`src/rtl/sprite_fetch_ctrl_if.sv`:
```
// Pixel, sprite-position, ROM and result signals of sprite_fetch_ctrl.
// The master side is the draw/ROM environment; the slave side is the controller.
interface sprite_fetch_ctrl_if;
   logic        frame_start;
   logic        px_valid_in;
   logic [9:0]  DrawX;
   logic [9:0]  DrawY;
   logic [9:0]  pac_x;
   logic [9:0]  pac_y;
   logic [1:0]  pac_dir;
   logic        pac_moving;
   logic [9:0]  red_x;
   logic [9:0]  red_y;
   logic [9:0]  blue_x;
   logic [9:0]  blue_y;
   logic [9:0]  green_x;
   logic [9:0]  green_y;
   logic        frightened;
   logic [9:0]  pac_addr;
   logic [9:0]  red_addr;
   logic [9:0]  blue_addr;
   logic [9:0]  green_addr;
   logic [23:0] pac_cut_data;
   logic [23:0] pac_full_data;
   logic [23:0] red_data;
   logic [23:0] blue_data;
   logic [23:0] green_data;
   logic        px_valid_out;
   logic        sprite_hit;
   logic [23:0] sprite_rgb;

   modport master (
      output frame_start, px_valid_in, DrawX, DrawY, pac_x, pac_y, pac_dir, pac_moving,
             red_x, red_y, blue_x, blue_y, green_x, green_y, frightened,
             pac_cut_data, pac_full_data, red_data, blue_data, green_data,
      input  pac_addr, red_addr, blue_addr, green_addr, px_valid_out, sprite_hit, sprite_rgb
   );

   modport slave (
      input  frame_start, px_valid_in, DrawX, DrawY, pac_x, pac_y, pac_dir, pac_moving,
             red_x, red_y, blue_x, blue_y, green_x, green_y, frightened,
             pac_cut_data, pac_full_data, red_data, blue_data, green_data,
      output pac_addr, red_addr, blue_addr, green_addr, px_valid_out, sprite_hit, sprite_rgb
   );
endinterface

```
`src/rtl/sprite_fetch_ctrl.sv`:
```
// Per-pixel sprite ROM address generation, 2-cycle composite pipeline and pac-man mouth animation.
// Optional macro GHOST_FRIGHT_EN: frightened ghosts draw in a fixed blue instead of ROM color.
module sprite_fetch_ctrl #(
   parameter int unsigned SPRITE_W    = 32,
   parameter int unsigned ANIM_FRAMES = 8,
   parameter logic [23:0] TRANSPARENT = 24'h000000
) (
   input logic              Clk,
   input logic              Reset_n,
   sprite_fetch_ctrl_if.slave bus
);
   localparam int unsigned CW    = 11;
   localparam int unsigned CNT_W = 8;

   typedef enum logic {MOUTH_OPEN = 1'b0, MOUTH_CLOSED = 1'b1} anim_t;

   anim_t              anim_state;
   logic [CNT_W-1:0]   anim_cnt;
   logic               v1;
   logic               hit_r1, hit_b1, hit_g1, hit_p1;
   logic               closed1;
   logic               hit_r, hit_b, hit_g, hit_p;
   logic [9:0]         rc_r, rc_b, rc_g, rc_p;
   logic [4:0]         pr, pc;
   logic [9:0]         pac_a;
   logic               win_c;
   logic               ghost_c;
   logic [23:0]        rgb_c;
   logic [23:0]        pac_word;

   // Unsigned 11-bit box test so sprites near the right edge never wrap to x=0.
   function automatic logic in_box(input logic [9:0] px, py, sx, sy);
      logic [CW-1:0] x, y, bx, by;
      x  = CW'(px);
      y  = CW'(py);
      bx = CW'(sx);
      by = CW'(sy);
      return (x >= bx) && (x < bx + CW'(SPRITE_W)) && (y >= by) && (y < by + CW'(SPRITE_W));
   endfunction

   function automatic logic [9:0] rc_of(input logic [9:0] px, py, sx, sy);
      return {5'(py - sy), 5'(px - sx)};
   endfunction

   assign hit_r = in_box(bus.DrawX, bus.DrawY, bus.red_x,   bus.red_y);
   assign hit_b = in_box(bus.DrawX, bus.DrawY, bus.blue_x,  bus.blue_y);
   assign hit_g = in_box(bus.DrawX, bus.DrawY, bus.green_x, bus.green_y);
   assign hit_p = in_box(bus.DrawX, bus.DrawY, bus.pac_x,   bus.pac_y);

   assign rc_r = rc_of(bus.DrawX, bus.DrawY, bus.red_x,   bus.red_y);
   assign rc_b = rc_of(bus.DrawX, bus.DrawY, bus.blue_x,  bus.blue_y);
   assign rc_g = rc_of(bus.DrawX, bus.DrawY, bus.green_x, bus.green_y);
   assign rc_p = rc_of(bus.DrawX, bus.DrawY, bus.pac_x,   bus.pac_y);
   assign pr   = rc_p[9:5];
   assign pc   = rc_p[4:0];

   // Pac-man ROM is drawn facing right; other directions mirror/transpose the lookup.
   always_comb begin
      pac_a = {pr, pc};
      unique case (bus.pac_dir)
         2'd0: pac_a = {pr, pc};
         2'd1: pac_a = {pr, ~pc};
         2'd2: pac_a = {pc, pr};
         2'd3: pac_a = {~pc, pr};
         default: pac_a = {pr, pc};
      endcase
   end

   assign bus.pac_addr   = hit_p ? pac_a : 10'd0;
   assign bus.red_addr   = hit_r ? rc_r  : 10'd0;
   assign bus.blue_addr  = hit_b ? rc_b  : 10'd0;
   assign bus.green_addr = hit_g ? rc_g  : 10'd0;

   // Mouth animation: toggle every ANIM_FRAMES frames while pac-man moves.
   always_ff @(posedge Clk or negedge Reset_n) begin
      if (!Reset_n) begin
         anim_state <= MOUTH_OPEN;
         anim_cnt   <= '0;
      end else if (bus.frame_start && bus.pac_moving) begin
         if (anim_cnt == CNT_W'(ANIM_FRAMES - 1)) begin
            anim_cnt   <= '0;
            anim_state <= (anim_state == MOUTH_OPEN) ? MOUTH_CLOSED : MOUTH_OPEN;
         end else begin
            anim_cnt <= anim_cnt + CNT_W'(1);
         end
      end
   end

   always_ff @(posedge Clk or negedge Reset_n) begin
      if (!Reset_n) begin
         v1      <= 1'b0;
         hit_r1  <= 1'b0;
         hit_b1  <= 1'b0;
         hit_g1  <= 1'b0;
         hit_p1  <= 1'b0;
         closed1 <= 1'b0;
      end else begin
         v1      <= bus.px_valid_in;
         hit_r1  <= hit_r;
         hit_b1  <= hit_b;
         hit_g1  <= hit_g;
         hit_p1  <= hit_p;
         closed1 <= (anim_state == MOUTH_CLOSED);
      end
   end

`ifdef GHOST_FRIGHT_EN
   logic fright1;
   always_ff @(posedge Clk or negedge Reset_n) begin
      if (!Reset_n) fright1 <= 1'b0;
      else          fright1 <= bus.frightened;
   end
`else
   logic fright_unused;
   assign fright_unused = bus.frightened;
`endif

   assign pac_word = closed1 ? bus.pac_full_data : bus.pac_cut_data;

   // Priority composite: red > blue > green > pac-man, skipping transparent words.
   always_comb begin
      win_c   = 1'b0;
      ghost_c = 1'b0;
      rgb_c   = 24'h000000;
      if (v1) begin
         if (hit_r1 && bus.red_data != TRANSPARENT) begin
            win_c = 1'b1; ghost_c = 1'b1; rgb_c = bus.red_data;
         end else if (hit_b1 && bus.blue_data != TRANSPARENT) begin
            win_c = 1'b1; ghost_c = 1'b1; rgb_c = bus.blue_data;
         end else if (hit_g1 && bus.green_data != TRANSPARENT) begin
            win_c = 1'b1; ghost_c = 1'b1; rgb_c = bus.green_data;
         end else if (hit_p1 && pac_word != TRANSPARENT) begin
            win_c = 1'b1; rgb_c = pac_word;
         end
      end
`ifdef GHOST_FRIGHT_EN
      if (ghost_c && fright1) rgb_c = 24'h2121FF;
`endif
   end

   always_ff @(posedge Clk or negedge Reset_n) begin
      if (!Reset_n) begin
         bus.px_valid_out <= 1'b0;
         bus.sprite_hit   <= 1'b0;
         bus.sprite_rgb   <= 24'h000000;
      end else begin
         bus.px_valid_out <= v1;
         bus.sprite_hit   <= win_c;
         bus.sprite_rgb   <= rgb_c;
      end
   end
endmodule

```
`src/flat_wrapper.sv`:
```
// flat-port wrapper written by rule: the top's interface ports become plain ports
module sprite_fetch_ctrl_flat 
#(
   parameter int unsigned SPRITE_W    = 32,
   parameter int unsigned ANIM_FRAMES = 8,
   parameter logic [23:0] TRANSPARENT = 24'h000000
)
  (Clk, Reset_n, bus_frame_start, bus_px_valid_in, bus_DrawX, bus_DrawY, bus_pac_x, bus_pac_y, bus_pac_dir, bus_pac_moving, bus_red_x, bus_red_y, bus_blue_x, bus_blue_y, bus_green_x, bus_green_y, bus_frightened, bus_pac_cut_data, bus_pac_full_data, bus_red_data, bus_blue_data, bus_green_data, bus_pac_addr, bus_red_addr, bus_blue_addr, bus_green_addr, bus_px_valid_out, bus_sprite_hit, bus_sprite_rgb);
  sprite_fetch_ctrl_if bus_i ();
  input logic Clk;
  input logic Reset_n;
  input wire logic [$bits(bus_i.frame_start)-1:0] bus_frame_start;
  input wire logic [$bits(bus_i.px_valid_in)-1:0] bus_px_valid_in;
  input wire logic [$bits(bus_i.DrawX)-1:0] bus_DrawX;
  input wire logic [$bits(bus_i.DrawY)-1:0] bus_DrawY;
  input wire logic [$bits(bus_i.pac_x)-1:0] bus_pac_x;
  input wire logic [$bits(bus_i.pac_y)-1:0] bus_pac_y;
  input wire logic [$bits(bus_i.pac_dir)-1:0] bus_pac_dir;
  input wire logic [$bits(bus_i.pac_moving)-1:0] bus_pac_moving;
  input wire logic [$bits(bus_i.red_x)-1:0] bus_red_x;
  input wire logic [$bits(bus_i.red_y)-1:0] bus_red_y;
  input wire logic [$bits(bus_i.blue_x)-1:0] bus_blue_x;
  input wire logic [$bits(bus_i.blue_y)-1:0] bus_blue_y;
  input wire logic [$bits(bus_i.green_x)-1:0] bus_green_x;
  input wire logic [$bits(bus_i.green_y)-1:0] bus_green_y;
  input wire logic [$bits(bus_i.frightened)-1:0] bus_frightened;
  input wire logic [$bits(bus_i.pac_cut_data)-1:0] bus_pac_cut_data;
  input wire logic [$bits(bus_i.pac_full_data)-1:0] bus_pac_full_data;
  input wire logic [$bits(bus_i.red_data)-1:0] bus_red_data;
  input wire logic [$bits(bus_i.blue_data)-1:0] bus_blue_data;
  input wire logic [$bits(bus_i.green_data)-1:0] bus_green_data;
  output wire logic [$bits(bus_i.pac_addr)-1:0] bus_pac_addr;
  output wire logic [$bits(bus_i.red_addr)-1:0] bus_red_addr;
  output wire logic [$bits(bus_i.blue_addr)-1:0] bus_blue_addr;
  output wire logic [$bits(bus_i.green_addr)-1:0] bus_green_addr;
  output wire logic [$bits(bus_i.px_valid_out)-1:0] bus_px_valid_out;
  output wire logic [$bits(bus_i.sprite_hit)-1:0] bus_sprite_hit;
  output wire logic [$bits(bus_i.sprite_rgb)-1:0] bus_sprite_rgb;
  assign bus_i.frame_start = bus_frame_start;
  assign bus_i.px_valid_in = bus_px_valid_in;
  assign bus_i.DrawX = bus_DrawX;
  assign bus_i.DrawY = bus_DrawY;
  assign bus_i.pac_x = bus_pac_x;
  assign bus_i.pac_y = bus_pac_y;
  assign bus_i.pac_dir = bus_pac_dir;
  assign bus_i.pac_moving = bus_pac_moving;
  assign bus_i.red_x = bus_red_x;
  assign bus_i.red_y = bus_red_y;
  assign bus_i.blue_x = bus_blue_x;
  assign bus_i.blue_y = bus_blue_y;
  assign bus_i.green_x = bus_green_x;
  assign bus_i.green_y = bus_green_y;
  assign bus_i.frightened = bus_frightened;
  assign bus_i.pac_cut_data = bus_pac_cut_data;
  assign bus_i.pac_full_data = bus_pac_full_data;
  assign bus_i.red_data = bus_red_data;
  assign bus_i.blue_data = bus_blue_data;
  assign bus_i.green_data = bus_green_data;
  assign bus_pac_addr = bus_i.pac_addr;
  assign bus_red_addr = bus_i.red_addr;
  assign bus_blue_addr = bus_i.blue_addr;
  assign bus_green_addr = bus_i.green_addr;
  assign bus_px_valid_out = bus_i.px_valid_out;
  assign bus_sprite_hit = bus_i.sprite_hit;
  assign bus_sprite_rgb = bus_i.sprite_rgb;
  sprite_fetch_ctrl #(.SPRITE_W(SPRITE_W), .ANIM_FRAMES(ANIM_FRAMES), .TRANSPARENT(TRANSPARENT)) u_core (.Clk(Clk), .Reset_n(Reset_n), .bus(bus_i));
endmodule
```
`config.mk`:
```
export PLATFORM = sky130hd
export DESIGN_NAME = sprite_fetch_ctrl_flat
export DESIGN_NICKNAME = d
export VERILOG_FILES = /design/src/rtl/sprite_fetch_ctrl_if.sv /design/src/rtl/sprite_fetch_ctrl.sv /design/src/flat_wrapper.sv
export SDC_FILE = /design/constraint.sdc
export NUM_CORES = 1
export LEC_CHECK = 0
export CORE_ASPECT_RATIO = 1.5
export CORE_MARGIN = 5
export CORE_UTILIZATION = 40
export CTS_CLUSTER_DIAMETER = 50
export DETAILED_ROUTE_END_ITERATION = 6
export GPL_ROUTABILITY_DRIVEN = 1
export GPL_TIMING_DRIVEN = 0
export PLACE_DENSITY = 0.82
export SLEW_MARGIN = 20
export SYNTH_ARGS = -nofsm -noshare
export SYNTH_HDL_FRONTEND = slang
export SYNTH_SLANG_ARGS = --single-unit
```
`constraint.sdc`:
```
create_clock -name Clk -period 2.7 [get_ports Clk]
set_input_delay 0.405 -clock Clk [delete_from_list [all_inputs] [get_ports Clk]]
set_output_delay 0.405 -clock Clk [all_outputs]
set_load 0.03 [all_outputs]
```
---- After elaboration in Yosys (flattened, before gate mapping) ----
Cells that the tools add are included.
word-level totals
  bits in latches ......................... 0
  bits in writable memories ............... 0
  output and inout bits ................... 66
  word-level logic and storage cells ...... 90
  memories ................................ 0
  ROM bits ................................ 0
  register bits ........................... 41
operators by class
  divide/modulo/power cells ............... 0
  multiply operators ...................... 0
  shifts and indexed selects .............. 0
  mux-type cells .......................... 18
  order comparisons ....................... 16
  bitwise gates (word level) .............. 1
  reductions and logical operators ........ 23
  add/sub/neg operators ................... 17
  eq/ne operators ......................... 4
operators with widths
  cell                                                                    number
  24-bit 2-to-1 mux                                                       6
  24-bit nonzero test                                                     4
  10-bit by 6-bit adder with 11-bit output (second input constant)        8
  10-bit by 11-bit < comparator with 1-bit output                         8
  10-bit greater-or-equal comparator                                      8
  10-bit 2-to-1 mux                                                       4
  10-bit case mux with 4 select lines                                     1
  5-bit subtractor                                                        8
  1-bit logical AND                                                       17
  8-bit by 1-bit adder with 8-bit output (second input constant)          1
  8-bit by 3-bit equality test with 1-bit output (second input constant)  1
  8-bit 2-to-1 mux                                                        1
  1-bit 2-to-1 mux                                                        6
  5-bit NOT                                                               1
  2-bit equality test (second input constant)                             2
  2-bit by 1-bit equality test with 1-bit output (second input constant)  1
  2-bit logical NOT                                                       1
  2-bit AND reduction                                                     1

---- Longest topological paths before layout ----
  depth in word-level cells ............... 8
  mapped depth ............................ 11
  gate-level depth less buffers ........... 11

---- Least setup slack after synthesis ----
Ideal clock, no wire load.
  path kind ............................... input-to-output
  from .................................... input port bus_pac_y[5]
  to ...................................... output port bus_pac_addr[6]
  cell stages on the path ................. 11
  data required time ...................... 2.295 ns
  setup slack ............................. -0.480 ns
  data arrival time ....................... 2.775 ns
  cells stage by stage .................... inv_1 nor3_1 xnor2_1 ha_1 a21o_1 a21oi_1 a31oi_1 a221oi_1 nand4_1 clkbuf_1 a211oi_1
between the ends
  cells in the longest elaborated chain, start to end .. 4
  elaborated cells between the ends (all ways) .. 6
ends and longest elaborated chain
  what                                                                                                   RTL line                 source
  from (decl)                                                                                            flat_wrapper.sv:17       input wire logic [$bits(bus_i.pac_y)-1:0] bus_pac_y;
  10-bit by 6-bit adder with 11-bit output / 10-bit greater-or-equal comparator (equally long branches)  sprite_fetch_ctrl.sv:38  return (x >= bx) && (x < bx + CW'(SPRITE_W)) && (y >= by) && (y < by + CW'(SPRITE_W));
  10-bit by 11-bit < comparator with 1-bit output / 1-bit logical AND (equally long branches)            sprite_fetch_ctrl.sv:38
  1-bit logical AND (*)                                                                                  sprite_fetch_ctrl.sv:38
  10-bit 2-to-1 mux (*)                                                                                  sprite_fetch_ctrl.sv:69  assign bus.pac_addr = hit_p ? pac_a : 10'd0;
  to (decl)                                                                                              flat_wrapper.sv:32       output wire logic [$bits(bus_i.pac_addr)-1:0] bus_pac_addr;
Every way passes the cells marked *; elsewhere a longest branch is shown, timed or not.

---- Final worst setup path ----
  from .................................... input port bus_blue_y[6]
  to ...................................... output port bus_blue_addr[1]
between the ends
  cells in the longest elaborated chain, start to end .. 4
  elaborated cells between the ends (all ways) .. 6
ends and longest elaborated chain
  what                                                                                                   RTL line                 source
  from (decl)                                                                                            flat_wrapper.sv:23       input wire logic [$bits(bus_i.blue_y)-1:0] bus_blue_y;
  10-bit by 6-bit adder with 11-bit output / 10-bit greater-or-equal comparator (equally long branches)  sprite_fetch_ctrl.sv:38
  10-bit by 11-bit < comparator with 1-bit output / 1-bit logical AND (equally long branches)            sprite_fetch_ctrl.sv:38
  1-bit logical AND (*)                                                                                  sprite_fetch_ctrl.sv:38
  10-bit 2-to-1 mux (*)                                                                                  sprite_fetch_ctrl.sv:71  assign bus.blue_addr = hit_b ? rc_b : 10'd0;
  to (decl)                                                                                              flat_wrapper.sv:34       output wire logic [$bits(bus_i.blue_addr)-1:0] bus_blue_addr;
Marks and branches as above.

==> impl_results.md <==
- Synthesized-area fraction occupied by ao, oa, aoi and oai cells: 0.2286
- DRT antenna net count: 0
- Setup violators final: 42
- Global-route congestion overflow total: 0
- Type of the tightest min-delay check: register to register
- Reg-to-reg setup timing slack: about 0.50 ns
- RSZ-0062 raised after global routing: true
- Combinational family with the most area after synthesis: adder cells
- Layout overhead on the synthesized area: 76.51%
- # H-tree levels: 2
- Startpoint of the most critical register-to-register path: u_core.closed1
- Fraction of final layout cells sized beyond drive strength 1: 0.3400
- Post-detailed-placement half-perimeter wirelength: about 26 mm
- Full die area: 20390 um2
- Most area-consuming cells after synthesis: sky130_fd_sc_hd__ha_1, sky130_fd_sc_hd__dfrtp_1, sky130_fd_sc_hd__xnor2_1
- Largest registers: u_core.bus.sprite_rgb x24, u_core.anim_cnt x8
- Gate count of the mapped netlist: approximately 860
- Max-slew violations: 0
- Number of nets produced by synthesis: 1228
- Count of max-cap constraint violations: 0
- Chip Width: 118.3 um
- Number of detailed-route iterations in the first pass: 6
- Final period demand of the worst path: 3.337 ns
- Period utilisation layout: 1.236
- Register bit total from synthesis: 41
- Number of buffers added by the clock tree synthesis step: 5
- Share of synthesized area spent on multiplexers: 0.04146
- Most frequent cells in the layout: sky130_fd_sc_hd__clkdlybuf4s50_1, sky130_fd_sc_hd__ha_1, sky130_fd_sc_hd__buf_4
- Slowest Stage Delay on Critical Path: 0.33 ns
- DRC violation count after routing: 0
- Maximum vdd drop: ~0.00033 V
- Met1 Use GR: 0.3057
- Library cell used as clock root buffer: sky130_fd_sc_hd__clkbuf_16
- Xor and xnor area share after synthesis: 0.07224
- Number of unique standard cell types used by synthesis: 58
- TritonCTS clock tree: yes
- Number of design-rule violations left by the first detailed-router iteration: 637
- Global-route usage over all layers: 0.3248
- Cell area after synthesis: 7032 um2
- Register bank with the most flops: u_core.bus.sprite_rgb
- Worst Path Required: 2.30 ns
- Clk Latency, worst-skew pair: a little under 0.3 ns
- End-of-flow core utilization: 0.7155
- Multi-input gate area in the final layout: roughly 6700 um2
- Number of placed instances, taps included: 1367
- Net total in the final layout: 1614
- Run status: finished, violations left
- Setup crit end kind: primary output
- Critical path class: primary input to primary output
- Max reg flops: 24
- First-pass GRT wire length: 52.25 mm
- Chip Height: 172.4 um
- Critical path fanouts, max: 5
- Proportion of netlist area held by the largest area contributor: 0.2295
- Endpoint of the most critical register-to-register path: u_core.bus.sprite_rgb[23]
- Worst clock skew: 0.01029 ns
- Portion of the post-synthesis area used by sequential elements: 0.1459
- Global-route met3 utilization: 0.07886
- Worst setup timing slack at the placement stage: -1.689 ns
- Area of the core: about 17000 um2
- CP Launch Type: primary input
- Async SR Flop Fraction: 1.000
- Clock Path Buffers: 2
- Hold Crit Start: u_core.anim_state
- Startpoint of the most critical setup path: bus_blue_y[6]
- Site row count: 59
- Clock transition at the registers of the reported paths: 0.06 ns
- Final count of hold timing violations: 0
- Pin count of the biggest net entering global routing: 33
- Post-synthesis adder-cell area fraction: 0.2523
- Synth Warn #: 0
- Number of clock sinks seen by CTS: between 40 and 50
- Via count of the first global-routing pass: between 9000 and 10000
- Effective utilization at floorplan: 0.4053
- P_leak: approximately 5.4 nW
- Flip-flop and latch area: 1026 um2
- Pwr Density: 345.5 nW/um2
- Placer congestion estimate: 1.009
- Arrival time reported for the critical path endpoint: 2.93 ns
- Input/output buffers: 290
- Avg Cell Area, Syn: just over 8 um2
- Commonest non-fill, non-tap cell in the layout: sky130_fd_sc_hd__clkdlybuf4s50_1
- Standard cell with the maximum stage delay on the critical path: sky130_fd_sc_hd__xnor2_1
- Number of enable-type register cells in the synthesized netlist: 0
- Transition time at the pin with the least slew margin: 0.9241 ns
- Number of primary I/O pins: 294
- Top Usage Layer GRT: met2
- Drt via density: 6.424
- Violations in the final reports: negative setup slack
- Worst relative slew slack: 0.3839
- End point of the most critical hold path: u_core.closed1
- Synth Area in Simple Gates: 0.1827
- Setup WS post-layout: -0.6371 ns
- Instance count along the most critical hold path: 0
- Primary FF master, synth: sky130_fd_sc_hd__dfrtp_1
- Filler-free cell count of the finished design: 1465
- Number of cells traversed by the worst register-to-register path: 6
- Cell taking the most area after synthesis: sky130_fd_sc_hd__ha_1
- Via count of the routed design: 9411
- Cells along the critical path: clkbuf_2, ha_2, nand3_1, xnor2_1, ha_1, and3_1, o211ai_1, nand4_1, buf_8, nor3b_2, buf_4
- Top achievable clock speed: approximately 300 MHz
- WL final: between 30 and 40 mm
- Fillcell total: 1136
- Average wire per standard cell: 27.08 um
- Met2 Usage GRT: 0.6089
- Initial antenna violation count: 3
-- layer usage --
layer  vias up  share of wire  wire, um
met1      4322           0.31     12310
met4         2           0.11      4169
met3       299           0.10      4070
met5         -        0.00033        13
li1       3988              -         -
met2       800           0.48     19110
-- through the flow --
| stage | hold slack, ns | power [mW] | cell area, um2 | TNS (ns) |
|---|---|---|---|---|
| floorplan | 0.1094 | 2.013 | 7183 | -2.507 |
| global placement | 0.3827 | 2.863 | 10350 | -66.17 |
| detailed placement | 0.2869 | 2.903 | 10370 | -67.64 |
| CTS | 0.4034 | 3.955 | 11900 | -6.952 |
| global route | 0.4290 | 4.482 | 12410 | -15.93 |
| finish | 0.4037 | 4.289 | 12410 | -15.65 |
-- cells in the mapped netlist (8+ instances only) --
| library cell | instances |
|---|---|
| sky130_fd_sc_hd__a21o_1 | 23 |
| sky130_fd_sc_hd__a21oi_1 | 47 |
| sky130_fd_sc_hd__a221oi_1 | 20 |
| sky130_fd_sc_hd__a31oi_1 | 10 |
| sky130_fd_sc_hd__a32o_1 | 8 |
| sky130_fd_sc_hd__clkbuf_1 | 21 |
| sky130_fd_sc_hd__dfrtp_1 | 41 |
| sky130_fd_sc_hd__fa_1 | 8 |
| sky130_fd_sc_hd__ha_1 | 129 |
| sky130_fd_sc_hd__inv_1 | 101 |
| sky130_fd_sc_hd__mux2_2 | 17 |
| sky130_fd_sc_hd__mux2i_1 | 10 |
| sky130_fd_sc_hd__nand2_1 | 32 |
| sky130_fd_sc_hd__nand3_1 | 26 |
| sky130_fd_sc_hd__nand4_1 | 24 |
| sky130_fd_sc_hd__nand4b_1 | 9 |
| sky130_fd_sc_hd__nor2_1 | 49 |
| sky130_fd_sc_hd__nor2b_1 | 17 |
| sky130_fd_sc_hd__nor3_1 | 21 |
| sky130_fd_sc_hd__nor4_1 | 26 |
| sky130_fd_sc_hd__o211ai_1 | 11 |
| sky130_fd_sc_hd__o21ai_0 | 55 |
| sky130_fd_sc_hd__o22ai_1 | 17 |
| sky130_fd_sc_hd__xnor2_1 | 47 |
| sky130_fd_sc_hd__xor2_1 | 11 |
-- final cells by class --
| class | count | area share |
|---|---|---|
| plain buffers | 30 | 0.01734 |
| diodes | 2 | 0.0004032 |
| multi-input cells | 690 | 0.5400 |
| well taps | 213 | 0.02147 |
| flip-flops and latches | 41 | 0.08266 |
| clock buffers | 5 | 0.01008 |
| clock inverters | 3 | 0.003730 |
| inverters | 102 | 0.03448 |
| repair buffers | 379 | 0.2898 |
-- worst max-delay path, delay by kind of cell --
kind | cells | cell delay, ns
adders and majority gates | 2 | 0.54
xor gates and xnor gates | 1 | 0.33
AOI/OAI and AO/OA | 1 | 0.10
and+or+nand+nor | 4 | 0.95
buffers and inverters | 3 | 0.60
-- worst max path at each step --
stage                              endpoint  slack [ns]  depth (start not counted)
final                      bus_blue_addr[1]       -0.64                         11
after global routing       bus_blue_addr[6]       -0.56                         11
after CTS                 bus_green_addr[1]       -0.25                         13
after detailed placement    bus_red_addr[3]       -1.69                         10
after global placement      bus_red_addr[3]       -1.66                         10
after floorplan            bus_blue_addr[3]       -0.15                         10
-- repair_timing --
| action | in CTS | in global routing |
|---|---|---|
| setup endpoints to repair | 61 | 48 |
| setup buffers | 63 | 21 |
| endpoints found under the hold margin | 9 | 0 |
| pin swaps | 109 | 97 |
| gates cloned | 5 | 0 |
| gates resized for setup | 674 | 138 |
| hold buffers | 1 | 0 |
-- logic make-up (layout without fill, tap and decap cells) --
group | Yosys count | count (layout)
AO/OA/AOI/OAI | 232 | 232
XOR/XNOR | 58 | 58
adder cells (fa/ha/maj) | 137 | 137
buffers and inverters | 132 | 519
flip-flops | 41 | 41
multiplexers | 27 | 27
other | 0 | 2
AND/OR/NAND/NOR | 236 | 236
-- power breakdown --
group	switching, mW	leakage (nW)	internal [mW]
sequential	0.0641	0.550	0.703
clock	0.266	0.0800	0.438
combinational	1.50	4.78	1.32
Note: power is estimated with default switching activity, not from simulation.
==> RTL edit (same flow settings) <==
The localparam `CW` goes from 11 to 13.
--- a/src/rtl/sprite_fetch_ctrl.sv
+++ b/src/rtl/sprite_fetch_ctrl.sv
@@ -9,7 +9,7 @@
    input logic              Reset_n,
    sprite_fetch_ctrl_if.slave bus
 );
-   localparam int unsigned CW    = 11;
+   localparam int unsigned CW    = 13;
    localparam int unsigned CNT_W = 8;
 
    typedef enum logic {MOUTH_OPEN = 1'b0, MOUTH_CLOSED = 1'b1} anim_t;
Behaviour: unchanged (Yosys induction, for registers that start in step).
==> RTL edit against the unedited design <==
The flow still finishes with violations (setup timing); highest routed layer unchanged; critical endpoint is now bus_red_addr[3]; die area decreased by 0.38%; wire length decreased by 2.0%; combinational power down 12%; setup slack gained 130 ps; total power fell by 10%; sequential cell count unchanged; utilization up 0.87 points; final area is 0.79% higher; synthesized area shrank 0.41%; first-iteration DRC count rose by 25%.
==> RTL edit: results (changes against the unedited design) <==
Final setup viols 41 (-2.4%); starting DRC count in detailed routing 798 (+25%); sequential cell power 0.000745 W (-2.9%); hpwl dp 25.6 mm (-1.8%); switching share of power 41.9% (-0.74 points); HP Class in2async; Gate power share 64.2% (-1.5 points); vias in the first global route 9635 (+0.61%); Signal buffers 419 (+2.4%); Detailed Routing Iterations Pass 1 7 (+1); Util after Layout 72.4% (+0.87 points); Critical R2R Capture u_core.bus.sprite_rgb[13]$_DFF_PN0_; syn nets 1221 (-0.57%); worst path arrival time 2800 ps (-130 ps); GP Congestion 0.999 (-1.1%); DP Area 10300 um^2 (-0.49%); largest net degree at the start of global routing 29 (-12%); global-route wire length before repair 52.3 mm (about the same); status finished with violations; clk tree area frac 1.22% (-0.16 points); share of layout cells above drive strength 1 36.4% (+2.4 points); Setup TNS -11400 ps (+4240 ps); synth unique cells 60 (+3.4%); Post-Place Cells 1360 (-0.51%); Register-to-Register Path Depth 8 (+2); Worst R2R Setup Slack 400 ps (-100 ps); gr usage total 32.8% (+0.32 points); Antenna Cells 1 (-1); crit path capture bus_red_addr[3]; crit-path max FO 4 (-1); final worst slack -505 ps (+132 ps); met2 routed WL 19.2 mm (+0.32%); via/cell ratio 6.38 (-0.76%); failing checks setup timing; met2 usage 61.0% (+0.12 points); maximum VDD drop 0.364 mV (+11%); area taken by multi-input logic gates 6720 um^2 (+0.26%); # fillers 1104 (-2.8%)
-- RTL edit: cell types whose count changed after synthesis, sizes merged, moves of 3 or more --
cell    unedited run  this run
inv              102       105
nor3              22        15
a21oi             47        43
and3               6         3
nand4b             9        12
nor2              49        57
nor3b              6         3
o21ai             57        53
nand3             26        22
o21a               6        10
-- RTL edit: logic make-up (layout without fill, tap and decap cells) --
| group | count (synthesis) | after routing | synth area share (%) |
|---|---|---|---|
| flops | 41 | 41 | 14.7 |
| other cells | 0 | 1 | 0 |
| xor+xnor | 59 | 59 | 7.38 |
| mux | 27 | 27 | 4.16 |
| fa+ha+maj | 137 | 137 | 25.3 |
| compound gates | 232 | 232 | 23.3 |
| simple gates | 226 | 226 | 17.4 |
| buf+inv | 134 | 532 | 7.81 |
-- RTL edit: what timing repair did --
item                                    in CTS  in global routing
resized for setup                          719                117
endpoints found under the setup margin      52                 45
setup buffers                               76                 21
cloned                                       3                  0
pin swaps                                  146                 93
